## config.mk

```make
export PLATFORM = sky130hd
export DESIGN_NAME = regfile_wb_ctrl
export DESIGN_NICKNAME = d
export VERILOG_FILES = /design/src/rtl/regfile_wb_ctrl_pkg.sv /design/src/rtl/regfile_wb_ctrl_fifo.sv /design/src/rtl/regfile_wb_ctrl.sv
export SDC_FILE = /design/constraint.sdc
export NUM_CORES = 1
export LEC_CHECK = 0
export ABC_CLOCK_PERIOD_IN_PS = 4400
export CORE_UTILIZATION = 47
export CTS_CLUSTER_SIZE = 28
export DETAILED_ROUTE_END_ITERATION = 8
export PLACE_DENSITY = 0.76
export REMOVE_ABC_BUFFERS = 1
export SLEW_MARGIN = 10
export SYNTH_ARGS = -nofsm -noshare
export SYNTH_HDL_FRONTEND = slang
export SYNTH_HIERARCHICAL = 1
export SYNTH_SLANG_ARGS = --single-unit
```

## constraint.sdc

```tcl
create_clock -name clk -period 4.4 [get_ports clk]
set_input_delay 0.88 -clock clk [delete_from_list [all_inputs] [get_ports clk]]
set_output_delay 0.88 -clock clk [all_outputs]
set_load 0.02 [all_outputs]
```

## src/rtl/regfile_wb_ctrl_pkg.sv

```systemverilog
`default_nettype none
// ============================================================================
// Module      : regfile_wb_ctrl_pkg
// Description : Shared core constants and types for the register-file
//               writeback controller.
// Revision    : 1.0 - initial release
// ============================================================================
package regfile_wb_ctrl_pkg;

    localparam int c_xlen            = 32;
    localparam int c_reg_aw          = 5;
    localparam int c_num_regs        = 1 << c_reg_aw;
    localparam int c_mdu_fifo_depth  = 2;

    typedef struct packed {
        logic [c_reg_aw-1:0] rd;
        logic [c_xlen-1:0]   data;
    } wb_entry_t;

    // x0 is hardwired, so it never appears in any busy/clear mask.
    function automatic logic [c_num_regs-1:0] reg_onehot(input logic [c_reg_aw-1:0] rd);
        reg_onehot     = '0;
        reg_onehot[rd] = (rd != '0);
    endfunction

endpackage
`default_nettype wire

```

## src/rtl/regfile_wb_ctrl_fifo.sv

```systemverilog
`default_nettype none
// ============================================================================
// Module      : wb_fifo
// Description : Small FIFO buffering multiply/divide results awaiting a free
//               register-file write slot.
// Revision    : 1.0 - initial release
// ============================================================================
module wb_fifo
    import regfile_wb_ctrl_pkg::*;
#(
    parameter  int DEPTH = c_mdu_fifo_depth,
    localparam int AW    = $clog2(DEPTH)
) (
    input  logic       clk,
    input  logic       rst,
    input  logic       i_push,
    input  wb_entry_t  i_push_data,
    input  logic       i_pop,
    output wb_entry_t  o_head,
    output logic       o_full,
    output logic       o_empty,
    output logic [AW:0] o_count
);

    wb_entry_t     r_mem [DEPTH];
    logic [AW-1:0] r_wr_ptr;
    logic [AW-1:0] r_rd_ptr;
    logic [AW:0]   r_count;
    logic          w_do_push;
    logic          w_do_pop;

    assign o_full    = (r_count == (AW+1)'(DEPTH));
    assign o_empty   = (r_count == '0);
    assign o_count   = r_count;
    assign o_head    = r_mem[r_rd_ptr];
    assign w_do_push = i_push && !o_full;
    assign w_do_pop  = i_pop && !o_empty;

    always_ff @(posedge clk or negedge rst) begin
        if (!rst) begin
            r_wr_ptr <= '0;
            r_rd_ptr <= '0;
            r_count  <= '0;
        end else begin
            if (w_do_push) r_wr_ptr <= r_wr_ptr + 1'b1;
            if (w_do_pop)  r_rd_ptr <= r_rd_ptr + 1'b1;
            case ({w_do_push, w_do_pop})
                2'b10:   r_count <= r_count + 1'b1;
                2'b01:   r_count <= r_count - 1'b1;
                default: r_count <= r_count;
            endcase
        end
    end

    // Storage needs no reset: pointers and count define what is valid.
    always_ff @(posedge clk) begin
        if (w_do_push) r_mem[r_wr_ptr] <= i_push_data;
    end

endmodule
`default_nettype wire

```

## src/rtl/regfile_wb_ctrl.sv

```systemverilog
`default_nettype none
// ============================================================================
// Module      : regfile_wb_ctrl
// Description : Register-file write port arbiter between the pipeline
//               writeback and buffered multiply/divide results, plus the
//               multiply/divide destination scoreboard.
// Revision    : 1.0 - initial release
// ============================================================================
module regfile_wb_ctrl
    import regfile_wb_ctrl_pkg::*;
#(
    parameter int DEPTH = c_mdu_fifo_depth
) (
    input  logic                  clk,
    input  logic                  rst,
    input  logic                  wb_valid,
    input  logic [c_reg_aw-1:0]   wb_rd,
    input  logic [c_xlen-1:0]     wb_data,
    input  logic                  mdu_valid,
    input  logic [c_reg_aw-1:0]   mdu_rd,
    input  logic [c_xlen-1:0]     mdu_data,
    output logic                  mdu_ready,
    input  logic                  issue_valid,
    input  logic [c_reg_aw-1:0]   issue_rd,
    output logic [c_num_regs-1:0] busy,
    output logic                  stall_req,
    output logic                  regwrite,
    output logic [c_reg_aw-1:0]   writereg_addr,
    output logic [c_xlen-1:0]     writedata
);

    localparam int c_aw = $clog2(DEPTH);

    logic                  w_fifo_full;
    logic                  w_fifo_empty;
    logic [c_aw:0]         w_fifo_count;
    wb_entry_t             w_fifo_head;
    wb_entry_t             w_mdu_entry;
    logic                  w_mdu_keep;
    logic                  w_pop;
    logic                  w_bypass;
    logic                  w_push;
    logic                  w_sel_we;
    logic                  w_sel_mdu;
    logic [c_reg_aw-1:0]   w_sel_rd;
    logic [c_xlen-1:0]     w_sel_data;
    logic [c_num_regs-1:0] w_busy_set;
    logic [c_num_regs-1:0] w_busy_clr;

    logic                  r_regwrite;
    logic [c_reg_aw-1:0]   r_writereg_addr;
    logic [c_xlen-1:0]     r_writedata;
    logic [c_num_regs-1:0] r_busy;

    assign mdu_ready   = !w_fifo_full;
    assign stall_req   = (w_fifo_count >= (c_aw+1)'(DEPTH-1));
    assign w_mdu_entry = '{rd: mdu_rd, data: mdu_data};

    // rd==0 results are consumed by the handshake but go nowhere.
    assign w_mdu_keep = mdu_valid && mdu_ready && (mdu_rd != '0);
    assign w_pop      = !wb_valid && !w_fifo_empty;
    assign w_bypass   = !wb_valid && w_fifo_empty && w_mdu_keep;
    assign w_push     = w_mdu_keep && !w_bypass;

    wb_fifo #(
        .DEPTH (DEPTH)
    ) u_wb_fifo (
        .clk         (clk),
        .rst         (rst),
        .i_push      (w_push),
        .i_push_data (w_mdu_entry),
        .i_pop       (w_pop),
        .o_head      (w_fifo_head),
        .o_full      (w_fifo_full),
        .o_empty     (w_fifo_empty),
        .o_count     (w_fifo_count)
    );

    always_comb begin
        w_sel_we   = 1'b0;
        w_sel_mdu  = 1'b0;
        w_sel_rd   = '0;
        w_sel_data = '0;
        if (wb_valid) begin
            w_sel_we   = (wb_rd != '0);
            w_sel_rd   = wb_rd;
            w_sel_data = wb_data;
        end else if (w_pop) begin
            w_sel_we   = 1'b1;
            w_sel_mdu  = 1'b1;
            w_sel_rd   = w_fifo_head.rd;
            w_sel_data = w_fifo_head.data;
        end else if (w_bypass) begin
            w_sel_we   = 1'b1;
            w_sel_mdu  = 1'b1;
            w_sel_rd   = mdu_rd;
            w_sel_data = mdu_data;
        end
    end

    assign w_busy_set = issue_valid ? reg_onehot(issue_rd) : '0;
    assign w_busy_clr = w_sel_mdu   ? reg_onehot(w_sel_rd) : '0;

    // Busy clears on the same edge that launches the write onto regwrite;
    // a simultaneous issue to the same rd wins.
    always_ff @(posedge clk or negedge rst) begin
        if (!rst) begin
            r_regwrite      <= 1'b0;
            r_writereg_addr <= '0;
            r_writedata     <= '0;
            r_busy          <= '0;
        end else begin
            r_regwrite      <= w_sel_we;
            r_writereg_addr <= w_sel_rd;
            r_writedata     <= w_sel_data;
            r_busy          <= (r_busy & ~w_busy_clr) | w_busy_set;
        end
    end

    assign regwrite      = r_regwrite;
    assign writereg_addr = r_writereg_addr;
    assign writedata     = r_writedata;
    assign busy          = r_busy;

endmodule
`default_nettype wire

```

==> parameters.txt <==
Parameter                              Value

Drt
  Mean number of vias per cell    5.68
  Detailed-route wire length    15500 µm
  ANT nets after route    0
  DR DRC count    0
  Number of DRC markers in iteration 0    460
  Iteration count of the initial detailed-routing pass    6
  Total number of vias    4767
  Average wire per standard cell    18.4 µm

CTS
  Clk_lat worst skew    0.43 ns
  Cell chosen for the clock root    clkbuf_16
  Clock buffers created by TritonCTS    17
  Clock-pin slew on the worst setup and hold paths    0.06 ns
  Level count of the clock H-tree    4
  Post_cts resized    0
  Number of clock sinks    148
  Number of buffers inserted to repair setup after CTS    0
  TritonCTS clock tree    done
  Count of hold buffers inserted by post-cts repair    0
  Buffers from clock root to sink, at most    2

Power and ir drop
  Pleak    3.24 nW
  Psw    1.72 mW
  Internal    3.66 mW
  Proportion of power drawn by the clock network    0.299
  Power after layout    5.38 mW
  Cell Pwr Density    610 nW/µm²
  Switching Share    0.320
  Fraction of power consumed by sequential logic    0.357
  Maximum resistive drop on vdd    0.364 mV
  Gate power share    0.344

Setup path
  Crit path max fanout    17
  Count of buffer and inverter cells on the critical path    2
  CP max stage delay    0.77 ns
  Critical-path top delay cell    nor2_1
  Cell-by-cell trace of the critical path    nor2_1 > nor3b_1 > a221oi_4 > buf_4 > inv_2 > o41a_1 > a221o_1
  Kind of capture point of the worst setup path    flop
  Required time of the critical path    4.70 ns
  Family of cells with the greatest summed delay on the critical path    simple AND/OR/NAND/NOR gates
  Data arrival, critical path    3.23 ns
  Kind of critical path    flop to flop
  Critical Path Start Type    flop

Floorplan
  Die Span X    119 µm
  Total I/O pin count    156
  Overall die area    14200 µm²
  Effective utilization at floorplan    0.485
  CORE AREA    13300 µm²
  Height of the die    119 µm
  Placement Rows    42

GRT
  Wire length of the first global-routing pass    24600 µm
  Number of antenna violations at the first check in global routing    1
  Largest net degree at the start of global routing    75
  Global-route congestion overflow total    0
  Overall routing resource usage    0.229
  Number of global-route vias before repair    4979

Layout
  Sequential standard cell area    4080 µm²
  Combined area of the multi-input logic cells    2230 µm²
  Filler Cell Count    954
  Fraction of final layout cells with drive strength greater than 1    0.134
  Diode count    0
  Post-layout nets    736
  Layout overhead on the synthesized area    36.7%

STA
  Minimum clock period after layout    2.92 ns
  Setup repair after global routing missed its margin    false
  Slew at the pin closest to its max-slew limit    1.16 ns
  Fmax    342 MHz
  Setup tns final    0 ns
  Total count of hold-check failures in the final report    0
  Final Setup Violations    0
  Max Clock Skew    0.00675 ns
  Period utilisation layout    0.665
  Number of slew-limit violations in the final report    0
  Worst slew slack as a fraction of its limit    0.221

Yosys
  Most used flip-flop cell after synthesis    edfxtp_1
  Total of flip-flops plus latches after synthesis    148
  Avg Inst Size Synth    12.9 µm²
  Top post-synthesis cells by count    dfrtp_1, edfxtp_1, nand2_1
  Syn. warnings    6
  Area share of the leading cell type in the synthesized netlist    0.344
  Synthesized instance count    500
  Synth area leader    edfxtp_1
  Register area share after synthesis    0.631
  Number of enable-type register cells in the synthesized netlist    74
  Fraction of registers with async set/reset    0.500
  Total standard cell area after synthesis    6450 µm²
  Biggest area contributors in the synthesized netlist    edfxtp_1, dfrtp_1, mux2_4, a22oi_1, nand2_1
  Netlist cell types    46

Job
  Number of maximum-capacitance constraint violations    0

Placement
  Sum of net half-perimeters after detailed placement    10100 µm
  Final weighted congestion in routability-driven placement    0.901
  Port Buffer Count    155

Outcome
  Status    completed

Worst hold path
  Worst hold path type    flop to flop
area by class of cell:
class,instances,share of cell area
Clock inverter,13,0.0251
Inverter,8,0.00340
Clock buffer,19,0.0502
Multi-Input combinational cell,313,0.252
Tap cell,176,0.0250
Sequential cell,148,0.462
Timing Repair Buffer,163,0.182
metal layers:
layer / track usage / up-vias / share of wire
li1: - / 2217 / -
met5: 0 / - / 0.00084
met4: 0.103 / 2 / 0.022
met2: 0.379 / 237 / 0.48
met1: 0.264 / 2273 / 0.40
met3: 0.0852 / 38 / 0.093
layout by cell type, fill, tap and decap left out, types with 17 or more instances in the layout:
master	instances
nand2_1	65
clkbuf_16	17
clkdlybuf4s50_1	153
nand3_1	23
dfrtp_1	73
edfxtp_1	74
o31ai_1	20
mux2_2	17
mux2_4	20
o21ai_0	40
a22oi_1	33
path summary, 6_finish.rpt:
check | cells past startpoint | from | slack, ns | endpoint
max | 7 | u_wb_fifo/o_count[0]$_DFFE_PN0P_ | 1.48 | busy[20]$_DFF_PN0_
max in group asynchronous | 1 | rst | 3.15 | u_wb_fifo/r_rd_ptr$_DFFE_PN0P_
max reg2reg | 7 | u_wb_fifo/o_count[0]$_DFFE_PN0P_ | 1.48 | busy[20]$_DFF_PN0_
min reg2reg | 0 | busy[0]$_DFF_PN0_ | 0.38 | busy[0]$_DFF_PN0_
min | 0 | busy[0]$_DFF_PN0_ | 0.38 | busy[0]$_DFF_PN0_
min in group asynchronous | 1 | rst | 0.60 | busy[0]$_DFF_PN0_
stage by stage:
step | std cells | area [µm²] | hold WS [ns] | worst slack, ns | util
final | 840 | 8820 | 0.377 | 1.48 | 0.663
after global routing | 840 | 8820 | 0.391 | 1.32 | 0.663
after CTS | 840 | 8820 | 0.380 | 1.51 | 0.663
after detailed placement | 808 | 8160 | 0.367 | 1.08 | 0.613
after global placement | 808 | 8160 | 0.364 | 1.19 | 0.613
after floorplan | 469 | 6310 | 0.461 | 0.350 | -
power groups by stage:
stage / logic (mW) / clock network, mW / registers, mW
floorplan: 0.930 / 0 / 2.14
global placement: 1.80 / 0 / 1.93
detailed placement: 1.84 / 0 / 1.94
CTS: 1.85 / 1.63 / 1.92
global route: 1.99 / 1.67 / 1.95
finish: 1.85 / 1.61 / 1.92
worst register-to-register path, cell delays in order, from the launching register on:
cell      delay [ns]
dfrtp_1         0.42
nor2_1          0.77
nor3b_1         0.20
a221oi_4        0.23
buf_4           0.28
inv_2           0.20
o41a_1          0.43
a221o_1         0.27
registers in the layout, summed over array words and instances, names as in the netlist:
register            count
u_wb_fifo/r_mem        74
writedata              32
regwrite                1
u_wb_fifo/r_wr_ptr      1
busy                   32
u_wb_fifo/o_count       2
writereg_addr           5
u_wb_fifo/r_rd_ptr      1
kinds of logic (layout without fill, tap and decap cells):
group	after synthesis	after routing	synth area share
multiplexers	37	37	0.0762
adder cells (fa/ha/maj)	1	1	0.00194
buffers and inverters	39	203	0.0269
XOR/XNOR	5	5	0.00679
AO/OA/AOI/OAI	136	136	0.155
flip-flops	148	148	0.631
AND/OR/NAND/NOR	134	134	0.102
Note: power is estimated with default switching activity, not from simulation.
